`src/rtl/project_pkg.sv`:
```
// Shared types and constants for the projection scheduler.
// Fixed-point widths, state encoding and triangle bundles.
package project_pkg;

  localparam int WI   = 8;
  localparam int WF   = 8;
  localparam int WIIA = 4;
  localparam int WIFA = 8;
  localparam int WV   = WI + WF;
  localparam int WA   = WIIA + WIFA;

  typedef logic [WA-1:0] angle_t;

  localparam angle_t TWO_PI = 12'h649;

  typedef enum logic [2:0] {
    S_IDLE,
    S_FETCH,
    S_LOAD,
    S_SETTLE,
    S_EMIT,
    S_NEXT,
    S_DONE
  } sched_state_t;

  typedef logic [2:0][2:0][WV-1:0] tri3d_t;
  typedef logic [2:0][1:0][9:0]    tri2d_t;

endpackage

```
`src/rtl/project_sched_if.sv`:
```
// Valid/ready channel carrying projected triangles
// from the scheduler to the rasterizer.
interface project_sched_if;
  import project_pkg::*;

  logic   out_valid;
  logic   out_ready;
  tri2d_t out_triangle;

  modport master (
    output out_valid,
    output out_triangle,
    input  out_ready
  );

  modport slave (
    input  out_valid,
    input  out_triangle,
    output out_ready
  );

endinterface

```
`src/rtl/project_sched_angle_accum.sv`:
```
// Per-frame angle accumulator, wrapping modulo TWO_PI.
// Result is always kept in [0, TWO_PI-1].
module angle_accum
  import project_pkg::*;
#(
  parameter angle_t STEP = 12'h010
) (
  input  logic   clk,
  input  logic   reset,
  input  logic   step,
  input  logic   clear,
  output angle_t angle
);

  logic [WA:0] sum;
  angle_t      nxt;

  always_comb begin
    sum = {1'b0, angle} + {1'b0, STEP};
    nxt = sum[WA-1:0];
    if (sum >= {1'b0, TWO_PI}) begin
      nxt = WA'(sum - {1'b0, TWO_PI});
    end
  end

  always_ff @(posedge clk) begin
    if (reset || clear) begin
      angle <= '0;
    end else if (step) begin
      angle <= nxt;
    end
  end

endmodule

```
`src/rtl/project_sched.sv`:
```
// Frame sequencer for the combinational projection datapath:
// walks triangle memory, holds inputs for SETTLE cycles, emits results.
module project_sched
  import project_pkg::*;
#(
  parameter int     AW         = 6,
  parameter int     SETTLE     = 4,
  parameter angle_t ALPHA_STEP = 12'h010,
  parameter angle_t GAMMA_STEP = 12'h008
) (
  input  logic             clk,
  input  logic             reset,
  input  logic             frame_start,
  input  logic [AW:0]      tri_count,
  output logic [AW-1:0]    mem_addr,
  input  tri3d_t           mem_rdata,
  output tri3d_t           orig_triangle,
  output angle_t           alpha,
  output angle_t           beta,
  output angle_t           gamma,
  input  tri2d_t           proj_triangle,
  input  logic             clip,
  project_sched_if.master  out_if,
  output logic             busy,
  output logic             frame_done,
  output logic [AW:0]      drop_count
);

  localparam int CW = (SETTLE > 1) ? $clog2(SETTLE) : 1;

  sched_state_t  state;
  sched_state_t  nxt;
  logic [AW:0]   tc_q;
  logic [CW-1:0] cnt;
  logic          clip_q;
  tri2d_t        tri_q;
  logic          accept;
  logic          last;

  assign accept = (state == S_IDLE) && frame_start;
  assign last   = {1'b0, mem_addr} == (tc_q - (AW+1)'(1));

  always_ff @(posedge clk) begin
    if (reset) begin
      state <= S_IDLE;
    end else begin
      state <= nxt;
    end
  end

  always_comb begin
    nxt = state;
    case (state)
      S_IDLE: begin
        if (frame_start) begin
          nxt = (tri_count == '0) ? S_DONE : S_FETCH;
        end
      end
      S_FETCH:  nxt = S_LOAD;
      S_LOAD:   nxt = S_SETTLE;
      S_SETTLE: if (cnt == '0) nxt = S_EMIT;
      S_EMIT:   if (clip_q || out_if.out_ready) nxt = S_NEXT;
      S_NEXT:   nxt = last ? S_DONE : S_FETCH;
      S_DONE:   nxt = S_IDLE;
      default:  nxt = S_IDLE;
    endcase
  end

  // busy covers the accepting cycle as well as the whole walk
  assign busy       = (state != S_IDLE) || (frame_start && !reset);
  assign frame_done = (state == S_DONE);

  assign out_if.out_valid    = (state == S_EMIT) && !clip_q;
  assign out_if.out_triangle = tri_q;

  always_ff @(posedge clk) begin
    if (reset) begin
      tc_q          <= '0;
      drop_count    <= '0;
      mem_addr      <= '0;
      orig_triangle <= '0;
      cnt           <= '0;
      clip_q        <= 1'b0;
      tri_q         <= '0;
    end else begin
      if (accept) begin
        tc_q       <= tri_count;
        drop_count <= '0;
        mem_addr   <= '0;
      end
      if (state == S_LOAD) begin
        orig_triangle <= mem_rdata;
        cnt           <= CW'(SETTLE - 1);
      end
      if (state == S_SETTLE) begin
        if (cnt == '0) begin
          tri_q  <= proj_triangle;
          clip_q <= clip;
        end else begin
          cnt <= cnt - CW'(1);
        end
      end
      if (state == S_EMIT && clip_q) begin
        drop_count <= drop_count + (AW+1)'(1);
      end
      if (state == S_NEXT && !last) begin
        mem_addr <= mem_addr + AW'(1);
      end
    end
  end

  angle_accum #(.STEP(ALPHA_STEP)) u_alpha (
    .clk   (clk),
    .reset (reset),
    .step  (accept),
    .clear (1'b0),
    .angle (alpha)
  );

  angle_accum #(.STEP(GAMMA_STEP)) u_gamma (
    .clk   (clk),
    .reset (reset),
    .step  (accept),
    .clear (1'b0),
    .angle (gamma)
  );

  assign beta = '0;

endmodule

```
`src/flat_wrapper.sv`:
```
// flat-port wrapper written by rule: the top's interface ports become plain ports
module project_sched_flat import project_pkg::*;
#(
  parameter int     AW         = 6,
  parameter int     SETTLE     = 4,
  parameter angle_t ALPHA_STEP = 12'h010,
  parameter angle_t GAMMA_STEP = 12'h008
)
  (clk, reset, frame_start, tri_count, mem_addr, mem_rdata, orig_triangle, alpha, beta, gamma, proj_triangle, clip, busy, frame_done, drop_count, out_if_out_valid, out_if_out_triangle, out_if_out_ready);
  project_sched_if out_if_i ();
  input  logic clk;
  input  logic reset;
  input  logic frame_start;
  input  logic [AW:0] tri_count;
  output logic [AW-1:0] mem_addr;
  input  tri3d_t mem_rdata;
  output tri3d_t orig_triangle;
  output angle_t alpha;
  output angle_t beta;
  output angle_t gamma;
  input  tri2d_t proj_triangle;
  input  logic clip;
  output logic busy;
  output logic frame_done;
  output logic [AW:0] drop_count;
  output wire logic [$bits(out_if_i.out_valid)-1:0] out_if_out_valid;
  output wire logic [$bits(out_if_i.out_triangle)-1:0] out_if_out_triangle;
  input wire logic [$bits(out_if_i.out_ready)-1:0] out_if_out_ready;
  assign out_if_out_valid = out_if_i.out_valid;
  assign out_if_out_triangle = out_if_i.out_triangle;
  assign out_if_i.out_ready = out_if_out_ready;
  project_sched #(.AW(AW), .SETTLE(SETTLE), .ALPHA_STEP(ALPHA_STEP), .GAMMA_STEP(GAMMA_STEP)) u_core (.clk(clk), .reset(reset), .frame_start(frame_start), .tri_count(tri_count), .mem_addr(mem_addr), .mem_rdata(mem_rdata), .orig_triangle(orig_triangle), .alpha(alpha), .beta(beta), .gamma(gamma), .proj_triangle(proj_triangle), .clip(clip), .out_if(out_if_i), .busy(busy), .frame_done(frame_done), .drop_count(drop_count));
endmodule
```
`config.mk`:
```
export PLATFORM = sky130hd
export DESIGN_NAME = project_sched_flat
export DESIGN_NICKNAME = d
export VERILOG_FILES = /design/src/rtl/project_pkg.sv /design/src/rtl/project_sched_if.sv /design/src/rtl/project_sched_angle_accum.sv /design/src/rtl/project_sched.sv /design/src/flat_wrapper.sv
export SDC_FILE = /design/constraint.sdc
export NUM_CORES = 1
export LEC_CHECK = 0
export ABC_CLOCK_PERIOD_IN_PS = 2350
export CAP_MARGIN = 40
export CORE_AREA = 4 4 182 184
export DETAILED_ROUTE_END_ITERATION = 16
export DIE_AREA = 0 0 186 188
export DONT_BUFFER_PORTS = 1
export SLEW_MARGIN = 20
export SYNTH_ARGS = -nofsm -noshare
export SYNTH_HDL_FRONTEND = slang
export SYNTH_SLANG_ARGS = --single-unit
```
`constraint.sdc`:
```
create_clock -name clk -period 2.35 [get_ports clk]
set_input_delay 0.235 -clock clk [delete_from_list [all_inputs] [get_ports clk]]
set_output_delay 0.235 -clock clk [all_outputs]
set_load 0.1 [all_outputs]
```
==> results.yml <==
cts:
  htree_num_levels: 1
  cts.path.max_buffers: 3
  clk_pin_slew_ps: 70
  clock-root-buffer: "clkbuf_16"
  cts_buffers: 28
  tritoncts: "built"
  clk_latency_ps: 540
  cts_num_sinks: 254
status:
  violations: "negative setup slack"
  status: "finished, violations left"
synth:
  ys_ff_latch: 254
  netlist_instances: 1332
  synth_edf_count: 0
  synth.avg_cell_area_um2: 7.74
  yosysSeqAreaShare_pct: 49.3
  synthTopCellsByCount: "456 x nand2_1, 254 x dfxtp_1, 234 x a21oi_1"
  yosys-top-cells-area: "dfxtp_1 49%, nand2_1 17%, a21oi_1 11%"
  syn_area_um2: 10300
  yosysUniqueCellTypes: 63
  yosysTopAreaCellShare_pct: 49.3
  synthArstFlopShare_pct: 0
  synth_area_leader_cell: "dfxtp_1"
  synthFlopType: "dfxtp_1"
  synth_most_common_cell: "nand2_1"
  yosys_warnings: 0
sta:
  fmax_ghz: 0.422
  tightest_slew_ps: 636
  setup_slack_ps: -16.9
  period_needed_ps: 2370
  maxSlewViolCount: 0
  fin_worst_skew_ps: 15.9
  period_share_pct: 101
  max_slew_margin_pct: 57.6
  hold_viol: 0
  rsz0062_at_grt: "yes"
  finalSetupViolCount: 1
power_and_ir_drop:
  vdd_drop_max_v: 0.000592
  power_mw: 12.4
  p_leak_nw: 6.78
  power_density_nw_per_um2: 753
finish:
  layout-drive-gt1-share_pct: 23.5
  area_delta_synth_final_pct: 59.6
  diodes: 0
  fin_cells: 2229
  nets: 2032
  fin_util_pct: 52.4
critical_path:
  slowest_delay_ps: 420
  r2r_end: "u_core.u_gamma.angle[6]$_SDFFE_PP0P_"
  crit_path_start_kind: "flip-flop"
  r2r_slack_ps: -20
  slowest_stage: "a221oi_4"
  cp-end-kind: "flip-flop"
  regToRegStartpoint: "u_core.u_gamma.angle[3]$_SDFFE_PP0P_"
  crit_end: "u_core.u_gamma.angle[6]$_SDFFE_PP0P_"
  path_max_fanout: 7
  crit_arrival_ps: 2840
  cp-startpoint: "u_core.u_gamma.angle[3]$_SDFFE_PP0P_"
  r2r_cells: 9
  critPathRequiredTime_ps: 2830
  path_cells: "ha_4 -> nand3_4 -> a2111o_1 -> a221oi_4 -> buf_4 -> a211oi_2 -> xor2_1 -> or3_1 -> a21oi_2"
  critPathKind: "reg2reg"
detailed_routing:
  drc: 0
  antenna_left: 0
  drt_iter0_drc: 603
  vias_per_cell: 4.95
  first_pass_iters: 5
  routedWlPerCell_um: 17.3
  num_vias: 11000
  wl_um: 38600
placed_design:
  dp_hpwl_um: 23500
  numPortBuffers: 0
  gp_congestion: 0.871
  dp_cells: 1921
grt:
  grt_pass1_wl_um: 57100
  antenna_found_initial: 0
  track_usage_pct: 19.8
  grt_max_degree: 138
  grt_pass1_vias: 10900
  grt-ovfl-total: 0
die:
  core-area_um2: 31400
  die_area_um2: 35000
  start_util_pct: 32.9
  placementRows: 65
  pin_count: 472
  die_h_um: 188
  die_x_um: 186
hold_path:
  hold_class: "in2reg"
  holdPathStages: 4
run:
  drv_cap: 0
==> registers in the layout (all words and copies together) (netlist names) <==
signal	flops
u_core.clip_q	1
u_core.drop_count	7
u_core.tc_q	7
u_core.orig_triangle	144
u_core.out_if.out_triangle	60
u_core.state	3
u_core.u_gamma.angle	12
u_core.mem_addr	6
u_core.cnt	2
u_core.u_alpha.angle	12
==> worst max-delay path: cells and delay by family, from the launching register on <==
family	cells	cell delay, ps
AOI/OAI and AO/OA	4	940
and+or+nand+nor	2	420
DFF	1	390
adders and majority gates	1	200
buffers and inverters	1	180
xor gates and xnor gates	1	170
==> routing by layer <==
| metal | share of wire [%] | routed length, um | up-vias | global-route usage, % |
|---|---|---|---|---|
| li1 | - | - | 5348 | - |
| met1 | 37 | 14400 | 5154 | 22.6 |
| met3 | 8.7 | 3350 | 110 | 5.99 |
| met5 | 0 | 0 | - | 0 |
| met2 | 50 | 19200 | 432 | 34.4 |
| met4 | 4.4 | 1700 | 0 | 8.10 |
==> layout make-up <==
| cell class | count | area, um^2 |
|---|---|---|
| sequential | 254 | 5150 |
| tap | 402 | 503 |
| clock inverter | 15 | 181 |
| multi-input combinational | 974 | 5040 |
| fill | 2836 | 14900 |
| timing repair buffer | 532 | 4710 |
| inverter | 15 | 56.3 |
| clock buffer | 37 | 817 |
==> layout by cell type (no fill, tap or decap), types with 5 or more instances in the layout <==
master / count
a211oi_1: 7
a211oi_2: 5
a21oi_1: 232
and3_1: 6
buf_4: 289
buf_6: 5
clkbuf_16: 32
clkinv_2: 8
conb_1: 12
dfxtp_1: 228
dfxtp_2: 13
dfxtp_4: 13
dlygate4sd3_1: 230
ha_1: 8
inv_1: 13
nand2_1: 453
nand3_1: 20
nand3b_1: 6
nor2_1: 48
nor2b_1: 5
nor3_1: 11
o21a_1: 8
o21ai_0: 14
o31a_1: 5
or3_1: 8
xnor2_1: 22
xor2_1: 11
==> metrics by stage <==
step | instance area, um^2 | setup TNS, ps | worst slack (ps) | hold slack, ps
floorplan | 10500 | -1300 | -262 | 371
global placement | 12800 | -34.3 | -34.3 | 321
detailed placement | 12800 | -113 | -57.4 | 326
CTS | 16100 | 0 | 4.04 | 105
global route | 16500 | -869 | -118 | 129
finish | 16500 | -16.9 | -16.9 | 114
==> logic make-up (layout without fill, tap and decap cells) <==
kind of cell	count (synthesis)	in the layout	share of synthesized area, %
other cells	1	12	0.0364
flops	254	254	49.3
buf+inv	116	599	4.76
simple gates	596	597	23.6
xor+xnor	35	35	2.97
mux	4	4	0.425
compound gates	315	315	17.5
fa+ha+maj	11	11	1.33
==> how the worst min path moves through the flow <==
stage / from / end / slack, ps
2_1_floorplan: tri_count[6] / u_core.tc_q[6]$_SDFFE_PP0P_ / 370
3_3_place_gp: reset / u_core.u_alpha.angle[2]$_SDFFE_PP0P_ / 320
3_5_place_dp: reset / u_core.u_alpha.angle[2]$_SDFFE_PP0P_ / 330
4_1_cts: frame_start / u_core.u_gamma.angle[11]$_SDFFE_PP0P_ / 100
5_1_grt: frame_start / u_core.u_gamma.angle[11]$_SDFFE_PP0P_ / 130
6_report: frame_start / u_core.u_gamma.angle[11]$_SDFFE_PP0P_ / 110
==> what timing repair did <==
action	in CTS	in global routing
setup endpoints to repair	6	129
gates cloned	0	4
pin swaps	5	15
hold buffers	231	0
endpoints found under the hold margin	254	0
buffers inserted	6	16
resized for setup	1	37
==> where the power goes <==
part           internal, mW  leakage [nW]  total, mW  switching, mW
registers              4.51          2.07       4.60         0.0962
clock network          2.88         0.503       4.70           1.82
logic                 0.825          4.21       3.09           2.27
total                  8.21          6.78       12.4           4.19
No activity file was read; power rests on OpenSTA's default activity.
